## config.mk

```make
export PLATFORM = sky130hd
export DESIGN_NAME = i2c_slave_regfile
export DESIGN_NICKNAME = d
export VERILOG_FILES = /design/src/rtl/i2c_pkg.sv /design/src/rtl/i2c_sync_edge.sv /design/src/rtl/i2c_slave_regfile.sv
export SDC_FILE = /design/constraint.sdc
export NUM_CORES = 1
export LEC_CHECK = 0
export ABC_AREA = 1
export CORE_MARGIN = 3
export CORE_UTILIZATION = 45
export DETAILED_ROUTE_END_ITERATION = 6
export PLACE_DENSITY_LB_ADDON = 0.1
export SYNTH_ARGS = -nofsm -noshare
export SYNTH_HDL_FRONTEND = slang
export SYNTH_HIERARCHICAL = 1
export SYNTH_SLANG_ARGS = --single-unit
```

## constraint.sdc

```tcl
create_clock -name clk -period 8.1 [get_ports clk]
set_input_delay 2.43 -clock clk [delete_from_list [all_inputs] [get_ports clk]]
set_output_delay 2.43 -clock clk [all_outputs]
set_load 0.03 [all_outputs]
```

## src/rtl/i2c_pkg.sv

```systemverilog
// Shared types and bus-level constants for the I2C register-file target.
`timescale 1ns/1ps
package i2c_pkg;

  typedef enum logic [3:0] {
    IDLE,
    ADDR,
    ADDR_ACK,
    PTR,
    PTR_ACK,
    WDATA,
    WDATA_ACK,
    RDATA,
    RDATA_ACK,
    WAIT_STOP
  } state_t;

  localparam logic I2C_ACK      = 1'b0;
  localparam logic I2C_NACK     = 1'b1;
  localparam logic I2C_RW_WRITE = 1'b0;
  localparam logic I2C_RW_READ  = 1'b1;

endpackage

```

## src/rtl/i2c_sync_edge.sv

```systemverilog
// SCL/SDA synchroniser plus one edge-detect stage; produces bus events for the target FSM.
`timescale 1ns/1ps
module i2c_sync_edge #(
  parameter int SYNC_STAGES = 2
) (
  input  logic clk,
  input  logic rst,
  input  logic scl,
  input  logic sda,
  output logic scl_rise,
  output logic scl_fall,
  output logic start_det,
  output logic stop_det,
  output logic sda_s
);

  logic [SYNC_STAGES-1:0] scl_sync;
  logic [SYNC_STAGES-1:0] sda_sync;
  logic                   scl_s;
  logic                   scl_d;
  logic                   sda_d;

  // Reset to the idle-high bus level so releasing reset creates no false edges.
  always_ff @(posedge clk or posedge rst) begin
    if (rst) begin
      scl_sync <= '1;
      sda_sync <= '1;
      scl_d    <= 1'b1;
      sda_d    <= 1'b1;
    end else begin
      scl_sync <= {scl_sync[SYNC_STAGES-2:0], scl};
      sda_sync <= {sda_sync[SYNC_STAGES-2:0], sda};
      scl_d    <= scl_s;
      sda_d    <= sda_s;
    end
  end

  assign scl_s     = scl_sync[SYNC_STAGES-1];
  assign sda_s     = sda_sync[SYNC_STAGES-1];
  assign scl_rise  = scl_s & ~scl_d;
  assign scl_fall  = ~scl_s & scl_d;
  assign start_det = scl_s & scl_d & sda_d & ~sda_s;
  assign stop_det  = scl_s & scl_d & ~sda_d & sda_s;

endmodule

```

## src/rtl/i2c_slave_regfile.sv

```systemverilog
// I2C target with an auto-incrementing pointer into a NUM_REGS x 8 register file and a host port.
`timescale 1ns/1ps
module i2c_slave_regfile
  import i2c_pkg::*;
#(
  parameter int         NUM_REGS    = 16,
  parameter int         SYNC_STAGES = 2,
  parameter logic [7:0] RESET_VAL   = 8'h00,
  localparam int        PTR_W       = $clog2(NUM_REGS)
) (
  input  logic             clk,
  input  logic             rst,
  input  logic [6:0]       own_addr,
  input  logic             scl_i,
  input  logic             sda_i,
  output logic             sda_oe,
  input  logic             host_we,
  input  logic [PTR_W-1:0] host_addr,
  input  logic [7:0]       host_wdata,
  output logic [7:0]       host_rdata,
  output logic             i2c_wr_stb,
  output logic [PTR_W-1:0] i2c_wr_addr,
  output logic [7:0]       i2c_wr_data,
  output logic             busy
);

  logic scl_rise, scl_fall, start_det, stop_det, sda_s;

  i2c_sync_edge #(.SYNC_STAGES(SYNC_STAGES)) u_sync (
    .clk       (clk),
    .rst       (rst),
    .scl       (scl_i),
    .sda       (sda_i),
    .scl_rise  (scl_rise),
    .scl_fall  (scl_fall),
    .start_det (start_det),
    .stop_det  (stop_det),
    .sda_s     (sda_s)
  );

  state_t             state, state_nxt;
  logic [2:0]         bit_cnt, bit_cnt_nxt;
  logic               phase, phase_nxt;
  logic [7:0]         shreg, shreg_nxt;
  logic [PTR_W-1:0]   ptr, ptr_nxt, ptr_inc;
  logic               oe_nxt, busy_nxt, commit, rd_load;
  logic [7:0]         regs [NUM_REGS];
  logic [7:0]         rx_byte, rd_byte;
  logic               last_bit, addr_match, ptr_ok, host_ok;

  assign rx_byte    = {shreg[6:0], sda_s};
  assign last_bit   = (bit_cnt == 3'd0);
  // General call (0) and the 10-bit prefix 11110xx never match.
  assign addr_match = (rx_byte[7:1] == own_addr) && (rx_byte[7:1] != 7'd0) &&
                      (rx_byte[7:3] != 5'b11110);
  assign ptr_ok     = int'(rx_byte) < NUM_REGS;
  assign ptr_inc    = (int'(ptr) == NUM_REGS - 1) ? '0 : ptr + PTR_W'(1);
  assign rd_byte    = regs[ptr];

  if (NUM_REGS == (1 << PTR_W)) begin : g_pow2
    assign host_ok = 1'b1;
  end else begin : g_npow2
    assign host_ok = int'(host_addr) < NUM_REGS;
  end

  assign host_rdata = host_ok ? regs[host_addr] : 8'h00;

  always_ff @(posedge clk or posedge rst) begin
    if (rst) state <= IDLE;
    else     state <= state_nxt;
  end

  // phase marks the second half of an ACK slot (or the post-byte release in RDATA).
  always_comb begin
    state_nxt = state;
    if (stop_det)       state_nxt = IDLE;
    else if (start_det) state_nxt = ADDR;
    else begin
      case (state)
        ADDR:      if (scl_rise && last_bit) state_nxt = addr_match ? ADDR_ACK : WAIT_STOP;
        PTR:       if (scl_rise && last_bit) state_nxt = ptr_ok ? PTR_ACK : WAIT_STOP;
        WDATA:     if (scl_rise && last_bit) state_nxt = WDATA_ACK;
        ADDR_ACK:  if (scl_fall && phase) state_nxt = (shreg[0] == I2C_RW_READ) ? RDATA : PTR;
        PTR_ACK,
        WDATA_ACK: if (scl_fall && phase) state_nxt = WDATA;
        RDATA:     if (scl_fall && phase) state_nxt = RDATA_ACK;
        RDATA_ACK: begin
          if (scl_rise && !phase && sda_s == I2C_NACK) state_nxt = WAIT_STOP;
          else if (scl_fall && phase)                  state_nxt = RDATA;
        end
        default: ;
      endcase
    end
  end

  always_comb begin
    shreg_nxt   = shreg;
    bit_cnt_nxt = bit_cnt;
    phase_nxt   = phase;
    oe_nxt      = sda_oe;
    busy_nxt    = busy;
    ptr_nxt     = ptr;
    commit      = 1'b0;
    rd_load     = 1'b0;
    if (stop_det) begin
      oe_nxt   = 1'b0;
      busy_nxt = 1'b0;
    end else if (start_det) begin
      oe_nxt      = 1'b0;
      bit_cnt_nxt = 3'd7;
      phase_nxt   = 1'b0;
    end else begin
      case (state)
        ADDR, PTR, WDATA: if (scl_rise) begin
          shreg_nxt   = rx_byte;
          bit_cnt_nxt = bit_cnt - 3'd1;
          if (last_bit) begin
            phase_nxt = 1'b0;
            if (state == ADDR && addr_match) busy_nxt = 1'b1;
            if (state == PTR && ptr_ok)      ptr_nxt  = rx_byte[PTR_W-1:0];
            if (state == WDATA) begin
              commit  = 1'b1;
              ptr_nxt = ptr_inc;
            end
          end
        end
        ADDR_ACK, PTR_ACK, WDATA_ACK: if (scl_fall) begin
          if (!phase) begin
            oe_nxt    = 1'b1;
            phase_nxt = 1'b1;
          end else begin
            oe_nxt      = 1'b0;
            phase_nxt   = 1'b0;
            bit_cnt_nxt = 3'd7;
            if (state == ADDR_ACK && shreg[0] == I2C_RW_READ) rd_load = 1'b1;
          end
        end
        RDATA: begin
          if (scl_rise) begin
            if (last_bit) phase_nxt   = 1'b1;
            else          bit_cnt_nxt = bit_cnt - 3'd1;
          end
          if (scl_fall) begin
            if (phase) begin
              oe_nxt    = 1'b0;
              phase_nxt = 1'b0;
            end else begin
              oe_nxt    = ~shreg[6];
              shreg_nxt = {shreg[6:0], 1'b0};
            end
          end
        end
        RDATA_ACK: begin
          if (scl_rise && !phase && sda_s == I2C_ACK) phase_nxt = 1'b1;
          if (scl_fall && phase)                      rd_load   = 1'b1;
        end
        default: ;
      endcase
    end
    if (rd_load) begin
      shreg_nxt   = rd_byte;
      oe_nxt      = ~rd_byte[7];
      ptr_nxt     = ptr_inc;
      bit_cnt_nxt = 3'd7;
      phase_nxt   = 1'b0;
    end
  end

  always_ff @(posedge clk or posedge rst) begin
    if (rst) begin
      shreg       <= 8'h00;
      bit_cnt     <= 3'd7;
      phase       <= 1'b0;
      sda_oe      <= 1'b0;
      busy        <= 1'b0;
      ptr         <= '0;
      i2c_wr_stb  <= 1'b0;
      i2c_wr_addr <= '0;
      i2c_wr_data <= 8'h00;
    end else begin
      shreg      <= shreg_nxt;
      bit_cnt    <= bit_cnt_nxt;
      phase      <= phase_nxt;
      sda_oe     <= oe_nxt;
      busy       <= busy_nxt;
      ptr        <= ptr_nxt;
      i2c_wr_stb <= commit;
      if (commit) begin
        i2c_wr_addr <= ptr;
        i2c_wr_data <= rx_byte;
      end
    end
  end

  // The I2C commit is written last so it wins a same-register collision with the host.
  always_ff @(posedge clk or posedge rst) begin
    if (rst) begin
      for (int i = 0; i < NUM_REGS; i++) regs[i] <= RESET_VAL;
    end else begin
      if (host_we && host_ok) regs[host_addr] <= host_wdata;
      if (commit)             regs[ptr]       <= rx_byte;
    end
  end

endmodule

```

==> results of run 1 <==
==> metal layers <==
layer / up-vias / track usage, % / part of all wire, %
li1: 5238 / - / -
met1: 5189 / 42.1 / 43
met2: 486 / 50.0 / 45
met3: 114 / 4.07 / 6.7
met4: 0 / 15.5 / 5.3
met5: - / 0 / 0
==> cell usage after synthesis, types with 2 or more instances <==
library cell	n
nand2_1	583
o21ai_0	177
dfrtp_1	159
inv_1	135
o21ai_1	122
nand3_1	76
nor2_1	63
clkbuf_1	50
a22oi_1	32
o211ai_1	25
buf_2	21
o221ai_1	21
o21ai_2	17
buf_6	16
nand4_1	16
nand2_4	12
dfstp_2	9
nor2_2	8
inv_2	7
a21oi_1	6
ha_1	6
buf_1	5
nand2_2	5
nor2_8	5
clkinv_1	4
nor2_4	4
nor3_1	4
mux2_2	3
a31oi_1	2
xnor2_1	2
xor2_1	2
==> power by group through the flow <==
stage          Clock (µW)  Combinational [µW]  Sequential [µW]
2_1_floorplan           0                 974             1190
5_1_grt               885                1600             1280
3_5_place_dp            0                1410             1260
6_report              851                1430             1260
4_1_cts               859                1410             1250
3_3_place_gp            0                1390             1270
==> cell families (layout without fill, tap and decap cells) <==
family | count (synthesis) | after routing | synth area share (%)
fa+ha+maj | 6 | 6 | 0.679
buf+inv | 240 | 242 | 9.52
mux | 3 | 3 | 0.305
xor+xnor | 4 | 4 | 0.317
compound gates | 405 | 405 | 21.0
flops | 168 | 168 | 38.1
simple gates | 779 | 779 | 30.1
==> worst paths after layout <==
check	startpoint	slack (ps)	endpoint	depth (start not counted)
worst max-delay path	host_addr[1]	410	host_rdata[0]	7
worst min-delay path	u_sync/sda_sync[0]	360	u_sync/sda_sync[1]	0
worst max register to register	ptr[1]	4920	shreg[0]	10
worst min register to register	u_sync/sda_sync[0]	360	u_sync/sda_sync[1]	0
max in group asynchronous	rst	4410	regs[6]	3
min in group asynchronous	rst	2430	phase	2
==> area by class of cell <==
class | count | area, µm² | share of cell area, %
Inverter | 147 | 559 | 4.60
Clock inverter | 14 | 158 | 1.30
Tap cell | 319 | 399 | 3.29
Timing Repair Buffer | 63 | 588 | 4.84
Sequential cell | 168 | 4220 | 34.7
Clock buffer | 18 | 429 | 3.53
Multi-Input combinational cell | 1197 | 5800 | 47.7
==> placed cells by master, fill, tap and decap left out, drive strengths merged, types with 5 or more instances in the layout <==
master	instances
nand2	601
o221ai	21
nor2	80
clkdlybuf4s50	46
o211ai	25
nor3	5
o21ai	316
inv	151
nand3	77
buf	17
nand4	16
dfrtp	159
a21oi	6
a22oi	32
clkinv	6
ha	6
clkbuf	18
dfstp	9
==> state kept, by name, indices dropped and copies added (netlist names) <==
signal / cells
shreg: 7
u_sync/scl_d: 1
u_sync/sda_sync: 2
busy: 1
regs: 128
u_sync/scl_sync: 2
i2c_wr_data: 8
i2c_wr_addr: 4
bit_cnt: 3
state: 4
i2c_wr_stb: 1
u_sync/sda_d: 1
ptr: 4
phase: 1
sda_oe: 1
==> critical path, delay by kind of cell <==
kind,cells,cell delay (ps)
simple gates,3,690
compound gates,1,390
buf+inv,3,1740
==> stage by stage <==
stage                     hold WS (ps)  setup WS, ps  instances
after floorplan                    345          1300       1605
after global placement             346           552       1894
after detailed placement           347           498       1894
after CTS                          357           489       1926
after global routing               365           280       1926
final                              358           408       1926
==> impl_metrics.py, run 1 <==
metrics = {
    "status": {
        "status": "complete, no violations",
    },
    "floorplanning": {
        "die_h_um": 163,
        "rows": 56,
        "die-area_um2": 26500,
        "initial_core_util_pct": 46.4,
        "core_um2": 23800,
        "io_pins": 47,
        "die_w_um": 163,
    },
    "critical_path": {
        "max_stage_delay_ps": 760,
        "endpoint_kind": "output pin",
        "critical_path.cell_chain": "clkdlybuf4s50_1, buf_4, nand2_2, o221ai_1, nand2_1, nand4_1, clkdlybuf4s50_1",
        "crit_required_ps": 5670,
        "worstPathArrival_ps": 5260,
        "path_max_fanout": 28,
        "crit_path_top_delay_cell": "clkdlybuf4s50_1",
        "crit_type": "in -> out",
        "start_kind": "input pin",
        "cpMostUsedCell": "clkdlybuf4s50_1",
    },
    "worst_hold_path": {
        "hp-class": "reg -> reg",
    },
    "clocking": {
        "postCtsHoldBufs": 0,
        "clkTransAtPathRegs_ps": 70,
        "tritoncts": "yes",
        "root_buffer": "clkbuf_16",
        "cts_max_level": 4,
        "cts.sinks": 168,
        "clk_latency_ps": 450,
        "cts_buffers": 17,
        "cts_resized": 0,
        "clockBufferDepth": 2,
        "postCtsSetupBuffers": 0,
    },
    "job": {
        "max_cap_violations": 0,
    },
    "timing": {
        "slew_headroom_pct": 22.6,
        "fin_skew_ps": 18.2,
        "fin_crit_ps": 7690,
        "rsz0062_at_grt": "false",
        "max_freq_mhz": 130,
        "finalHoldViolations": 0,
        "setup_tns_ps": 0,
        "slew_viol_final": 0,
        "layout_worst_path_cycle_share_pct": 95.0,
        "worst_pin_slew_ps": 1160,
        "setup_viol": 0,
    },
    "final_layout": {
        "syn_to_final_growth_pct": 9.82,
        "diodes": 0,
        "layout.nets": 1624,
        "n_fill_cell": 2451,
        "final_util_pct": 51.0,
        "fin_area_um2": 12100,
        "drive_gt1_share_pct": 7.84,
    },
    "detailed_routing": {
        "wl_per_cell_um": 21.3,
        "routed_wl_um": 41100,
        "dr_total_vias": 11000,
        "via_per_inst": 5.73,
        "detail-route-antenna-nets": 0,
        "drc": 0,
        "dr.pass1.iters": 6,
        "drt_iter0_markers": 1231,
    },
    "synthesis": {
        "synth_area_leader_cell": "dfrtp_1",
        "synth_seq_cells": 168,
        "synth_edf_count": 0,
        "synthTopCellsByArea": "dfrtp_1 (36%), nand2_1 (20%), o21ai_0 (8.0%)",
        "ys_seq_area_share_pct": 38.1,
        "synthArstFlopShare_pct": 100,
        "yosysUniqueCellTypes": 39,
        "ys.flop_type": "dfrtp_1",
        "syn_area_per_cell_um2": 6.89,
        "ys_warn_count": 6,
        "synth_cells": 1605,
        "syn-num-nets": 1635,
        "synthesis.area_um2": 11100,
        "synth_top_area_share_pct": 36.0,
    },
    "placed_design": {
        "numPortBuffers": 46,
        "hpwlAfterDp_um": 28500,
        "placed_cell_area_um2": 11600,
        "place_congestion": 0.972,
    },
    "pwr": {
        "p_per_area_nw_per_um2": 291,
        "netSwitchingFraction_pct": 45.2,
        "power.total_uw": 3540,
        "p_comb_share_pct": 40.3,
        "intPower_uw": 1940,
        "p_leak_uw": 0.00603,
        "seq_power_share_pct": 35.7,
        "power.share.clock_pct": 24.0,
        "ir_drop_mv": 0.143,
        "p_sw_uw": 1600,
    },
    "global_routing": {
        "grt_pass1_wl_um": 62700,
        "first_global_vias": 10200,
        "grt_overflow": 0,
        "grt_max_degree": 95,
        "grt_use_total_pct": 31.4,
        "antenna_found_initial": 0,
    },
}
Power figures use the tool's default switching activity.
==> run 2, diff against run 1 <==
--- a/config.mk
+++ b/config.mk
@@ -9,6 +9,7 @@
 export CORE_MARGIN = 3
 export CORE_UTILIZATION = 45
 export DETAILED_ROUTE_END_ITERATION = 6
+export DONT_BUFFER_PORTS = 1
 export PLACE_DENSITY_LB_ADDON = 0.1
 export SYNTH_ARGS = -nofsm -noshare
 export SYNTH_HDL_FRONTEND = slang
==> constraint.sdc (replaced) <==
create_clock -name clk -period 8.1 [get_ports clk]
set_input_delay 2.43 -clock clk [delete_from_list [all_inputs] [get_ports clk]]
set_output_delay 2.43 -clock clk [all_outputs]
set_load 0.02 [all_outputs]
==> run 2 against run 1 <==
Flip-flop and latch count unchanged. Total power down 2.2%. Wire length down 3.6%. Register-to-register slack better by 300 ps. Critical path type unchanged. Critical endpoint unchanged.
==> impl_metrics.py, run 2 (synthesized netlist as in run 1, its figures left out) <==
metrics = {
    "timing": {
        "fin_skew_ps": 7.84,
        "slew_headroom_pct": 13.6,
        "setup_tns_ps": 0,
        "layout_worst_path_cycle_share_pct": 78.0,
        "rsz0062_at_grt": "false",
        "slew_viol_final": 0,
        "setup_viol": 0,
        "max_freq_mhz": 158,
        "worst_pin_slew_ps": 1290,
        "fin_crit_ps": 6320,
        "finalHoldViolations": 0,
    },
    "detailed_routing": {
        "via_per_inst": 5.75,
        "drc": 0,
        "dr.pass1.iters": 5,
        "drt_iter0_markers": 1289,
        "detail-route-antenna-nets": 0,
        "routed_wl_um": 39600,
        "wl_per_cell_um": 21.2,
        "dr_total_vias": 10800,
    },
    "clocking": {
        "postCtsSetupBuffers": 0,
        "root_buffer": "clkbuf_16",
        "tritoncts": "yes",
        "clockBufferDepth": 2,
        "cts_resized": 0,
        "cts_max_level": 4,
        "clk_latency_ps": 430,
        "postCtsHoldBufs": 0,
        "clkTransAtPathRegs_ps": 60,
        "cts_buffers": 17,
        "cts.sinks": 168,
    },
    "critical_path": {
        "worstPathArrival_ps": 3890,
        "path_max_fanout": 34,
        "crit_required_ps": 5670,
        "start_kind": "input pin",
        "r2r-end": "shreg[0]",
        "r2r-start": "ptr[0]",
        "endpoint_kind": "output pin",
        "r2r_setup_slack_ps": 5220,
        "crit_type": "in -> out",
        "reg2regPathDepth": 11,
    },
    "status": {
        "status": "complete, no violations",
    },
    "pwr": {
        "ir_drop_mv": 0.151,
        "p_leak_uw": 0.00583,
        "p_per_area_nw_per_um2": 298,
        "power.total_uw": 3460,
    },
    "worst_hold_path": {
        "hold_path.startpoint": "u_sync/scl_sync[0]",
        "hp-class": "reg -> reg",
        "hold_depth": 0,
        "hold_end": "u_sync/scl_sync[1]",
    },
    "final_layout": {
        "diodes": 0,
        "layout.nets": 1570,
        "top_register": "regs",
        "syn_to_final_growth_pct": 5.15,
        "final_cell_mix": "nand2_1 (583), o21ai_0 (177), dfrtp_1 (158), inv_1 (134), o21ai_1 (122)",
        "reg_top3": "regs (128), i2c_wr_data (8), shreg (7)",
        "fin_area_um2": 11600,
        "n_fill_cell": 2438,
        "largest_register_ffs": 128,
        "drive_gt1_share_pct": 7.47,
        "final_common_cell": "nand2_1",
    },
    "floorplanning": {
        "initial_core_util_pct": 46.4,
        "core_um2": 23800,
        "io_pins": 47,
        "rows": 56,
        "die_w_um": 163,
        "die_h_um": 163,
        "die-area_um2": 26500,
    },
    "job": {
        "max_cap_violations": 0,
    },
    "placed_design": {
        "hpwlAfterDp_um": 27500,
        "numPortBuffers": 0,
        "placed_cell_area_um2": 11000,
        "place_congestion": 0.973,
    },
    "global_routing": {
        "grt_pass1_wl_um": 60300,
        "grt_overflow": 0,
        "grt_use_total_pct": 30.1,
        "first_global_vias": 9847,
        "antenna_found_initial": 1,
        "grt_max_degree": 95,
    },
}
==> run 2: power breakdown <==
part | internal [µW] | switching, µW
clock | 481 | 368
sequential | 1050 | 226
combinational | 410 | 926
==> run 2: layer usage <==
| metal | routed length (µm) | up-vias | share of wire [%] | track usage, % |
|---|---|---|---|---|
| met5 | 12 | - | 0.030 | 0 |
| met4 | 1930 | 2 | 4.9 | 14.0 |
| met3 | 3050 | 108 | 7.7 | 4.78 |
| met2 | 17800 | 489 | 45 | 46.7 |
| met1 | 16800 | 5017 | 42 | 41.3 |
| li1 | - | 5136 | - | - |
==> run 2: worst max-delay path by stage <==
stage                 start             to  slack (ps)
2_1_floorplan           rst           busy        1300
3_3_place_gp   host_addr[0]  host_rdata[0]        1900
3_5_place_dp   host_addr[0]  host_rdata[0]        1850
4_1_cts        host_addr[0]  host_rdata[0]        1860
5_1_grt        host_addr[0]  host_rdata[5]        1700
6_report       host_addr[0]  host_rdata[0]        1780
==> run 2: through the flow <==
stage	setup WS (ps)	cells	hold slack (ps)	utilization [%]
after floorplan	1300	1605	345	-
after global placement	1900	1840	346	46.3
after detailed placement	1850	1840	349	46.3
after CTS	1860	1871	358	48.8
after global routing	1700	1871	360	48.8
final	1780	1871	357	48.8
==> run 2: cell type report <==
class,instances,area (µm²),share of cell area (%)
multi-input cells,1197,5800,49.9
clock inverters,9,116,1.00
well taps,319,399,3.43
clock buffers,22,474,4.08
inverters,147,559,4.81
repair buffers,9,67.6,0.581
flip-flops and latches,168,4220,36.2
==> run 2: worst max-delay path, stage by stage <==
cell	delay, ps
inv_2	60
nor2_4	630
a22oi_1	150
o221ai_1	130
nand2_1	160
nand4_1	320
==> run 3, diff against run 2 <==
==> constraint.sdc (replaced) <==
create_clock -name clk -period 6.3 [get_ports clk]
set_input_delay 1.89 -clock clk [delete_from_list [all_inputs] [get_ports clk]]
set_output_delay 1.89 -clock clk [all_outputs]
set_load 0.02 [all_outputs]
==> run 3 against run 2 <==
Critical endpoint unchanged. Flip-flop and latch count unchanged. Sequential share of layout area about the same. Wire length up 0.65%. Critical path depth unchanged. Via count down 0.63%.
==> impl_metrics.py, run 3 (synthesized netlist as in run 1, its figures left out) <==
metrics = {
    "pwr": {
        "ir_drop_mv": 0.167,
        "p_per_area_nw_per_um2": 381,
        "power.share.clock_pct": 24.4,
        "intPower_uw": 2470,
        "netSwitchingFraction_pct": 44.3,
        "p_leak_uw": 0.00583,
        "power.total_uw": 4440,
        "p_sw_uw": 1970,
        "seq_power_share_pct": 36.6,
        "p_comb_share_pct": 39.0,
    },
    "critical_path": {
        "crit_path_top_delay_cell": "nor2_4",
        "crit_type": "in -> out",
        "start_kind": "input pin",
        "critPathLaunch": "host_addr[0]",
        "crit_path_end": "host_rdata[0]",
        "critical_path.cell_chain": "inv_2, nor2_4, a22oi_1, o221ai_1, nand2_1, nand4_1",
        "critical_path_depth": 6,
        "worstPathArrival_ps": 3370,
        "r2r_setup_slack_ps": 3240,
        "reg2regPathDepth": 10,
        "path_max_fanout": 34,
        "worst-path-buf-inv": 1,
        "crit_required_ps": 4410,
        "r2r-start": "ptr[1]",
        "critPathTopFamily": "simple AND/OR/NAND/NOR gates",
        "endpoint_kind": "output pin",
        "max_stage_delay_ps": 650,
        "r2r-end": "shreg[3]",
    },
    "final_layout": {
        "final_common_cell": "nand2_1",
        "drive_gt1_share_pct": 7.65,
        "fin_cells": 1875,
        "n_fill_cell": 2475,
        "diodes": 0,
        "syn_to_final_growth_pct": 5.26,
        "layout.nets": 1573,
        "final_cell_mix": "nand2_1 (583), o21ai_0 (177), dfrtp_1 (158), inv_1 (134), o21ai_1 (122)",
        "register_area_um2": 4220,
        "top_register": "regs",
        "multi_input_area_um2": 5800,
        "largest_register_ffs": 128,
        "reg_top3": "regs (128), i2c_wr_data (8), shreg (7)",
    },
    "global_routing": {
        "grt_overflow": 0,
        "met2_usage_pct": 48.0,
        "grt_max_degree": 95,
        "first_global_vias": 10000,
        "grt_use_total_pct": 30.9,
        "use_met3_pct": 5.52,
        "antenna_found_initial": 0,
        "use_met1_pct": 42.3,
        "grt.busiest_layer": "met2",
        "grt_pass1_wl_um": 62100,
    },
    "timing": {
        "fin_skew_ps": 12.3,
        "fin_crit_ps": 5260,
        "rsz0062_at_grt": "false",
        "setup_viol": 0,
        "max_freq_mhz": 190,
        "setup_slack_ps": 1040,
        "slew_viol_final": 0,
        "finalHoldViolations": 0,
        "worst_pin_slew_ps": 1390,
        "slew_headroom_pct": 7.24,
        "setup_tns_ps": 0,
        "layout_worst_path_cycle_share_pct": 83.4,
    },
    "detailed_routing": {
        "drt_iter0_markers": 1191,
        "detail-route-antenna-nets": 0,
        "dr_total_vias": 10700,
        "dr.pass1.iters": 5,
        "wl_per_cell_um": 21.2,
        "drc": 0,
        "via_per_inst": 5.70,
        "routed_wl_um": 39800,
    },
    "placed_design": {
        "place_ws_ps": 1120,
        "dp_cells": 1843,
        "place_congestion": 0.965,
        "hpwlAfterDp_um": 27700,
        "numPortBuffers": 0,
    },
    "clocking": {
        "cts_max_level": 4,
        "clk_latency_ps": 440,
        "cts_buffers": 17,
        "cts.sinks": 168,
        "root_buffer": "clkbuf_16",
        "cts_resized": 0,
        "clkTransAtPathRegs_ps": 70,
        "tritoncts": "yes",
        "postCtsSetupBuffers": 0,
        "clockBufferDepth": 2,
        "postCtsHoldBufs": 0,
    },
    "status": {
        "status": "complete, no violations",
    },
    "floorplanning": {
        "die-area_um2": 26500,
        "rows": 56,
        "initial_core_util_pct": 46.4,
        "io_pins": 47,
        "die_w_um": 163,
        "core_um2": 23800,
        "die_h_um": 163,
    },
    "job": {
        "max_cap_violations": 0,
    },
    "worst_hold_path": {
        "hp-class": "reg -> reg",
    },
}
run 3: cell count changes in the layout (fill, tap and decap cells not counted), moves of 2 or more:
cell,previous run,this run
buf_4,9,12
clkinvlp_4,1,4
clkinv_4,4,0
inv_6,2,4
inv_8,0,2
run 3: routing by layer:
layer,routed length (µm),vias up
li1,-,5134
met1,17000,5031
met2,18100,428
met3,2850,91
met4,1930,0
met5,0,-
run 3: how the worst min path moves through the flow:
stage	startpoint	endpoint	slack (ps)	cells after the start
after floorplan	u_sync/scl_sync[0]	u_sync/scl_sync[1]	350	0
after global placement	u_sync/sda_sync[0]	u_sync/sda_sync[1]	350	0
after detailed placement	u_sync/scl_sync[0]	u_sync/scl_sync[1]	350	0
after CTS	u_sync/scl_sync[0]	u_sync/scl_sync[1]	360	0
after global routing	u_sync/scl_sync[0]	u_sync/scl_sync[1]	370	0
final	u_sync/scl_sync[0]	u_sync/scl_sync[1]	360	0
run 3: worst reg2reg max path, stage by stage (launching register included):
cell	delay (ps)
dfrtp_1	330
buf_4	450
clkinv_1	1010
nand3_1	370
nand2_1	140
nand2_1	80
nand2_1	70
o21ai_0	320
nand2_1	80
nand2_1	70
nand2_1	50
run 3: layout make-up:
cell class | count | share of cell area (%)
Clock buffer | 22 | 4.07
Multi-Input combinational cell | 1197 | 49.8
Clock inverter | 10 | 0.935
Tap cell | 319 | 3.43
Inverter | 147 | 4.80
Sequential cell | 168 | 36.2
Timing Repair Buffer | 12 | 0.774
run 3: power groups by stage:
stage | clock, µW | combinational (µW) | sequential (µW)
finish | 1080 | 1730 | 1630
global route | 1140 | 1960 | 1650
CTS | 1100 | 1720 | 1620
detailed placement | 0 | 1710 | 1630
global placement | 0 | 1700 | 1640
floorplan | 0 | 1250 | 1530
run 3: metrics by stage:
step	utilization, %	hold WS (ps)	instance area (µm²)
3_3_place_gp	46.4	346	11100
6_report	48.9	357	11600
5_1_grt	48.9	366	11600
2_1_floorplan	-	345	11100
4_1_cts	48.9	360	11600
3_5_place_dp	46.4	350	11100
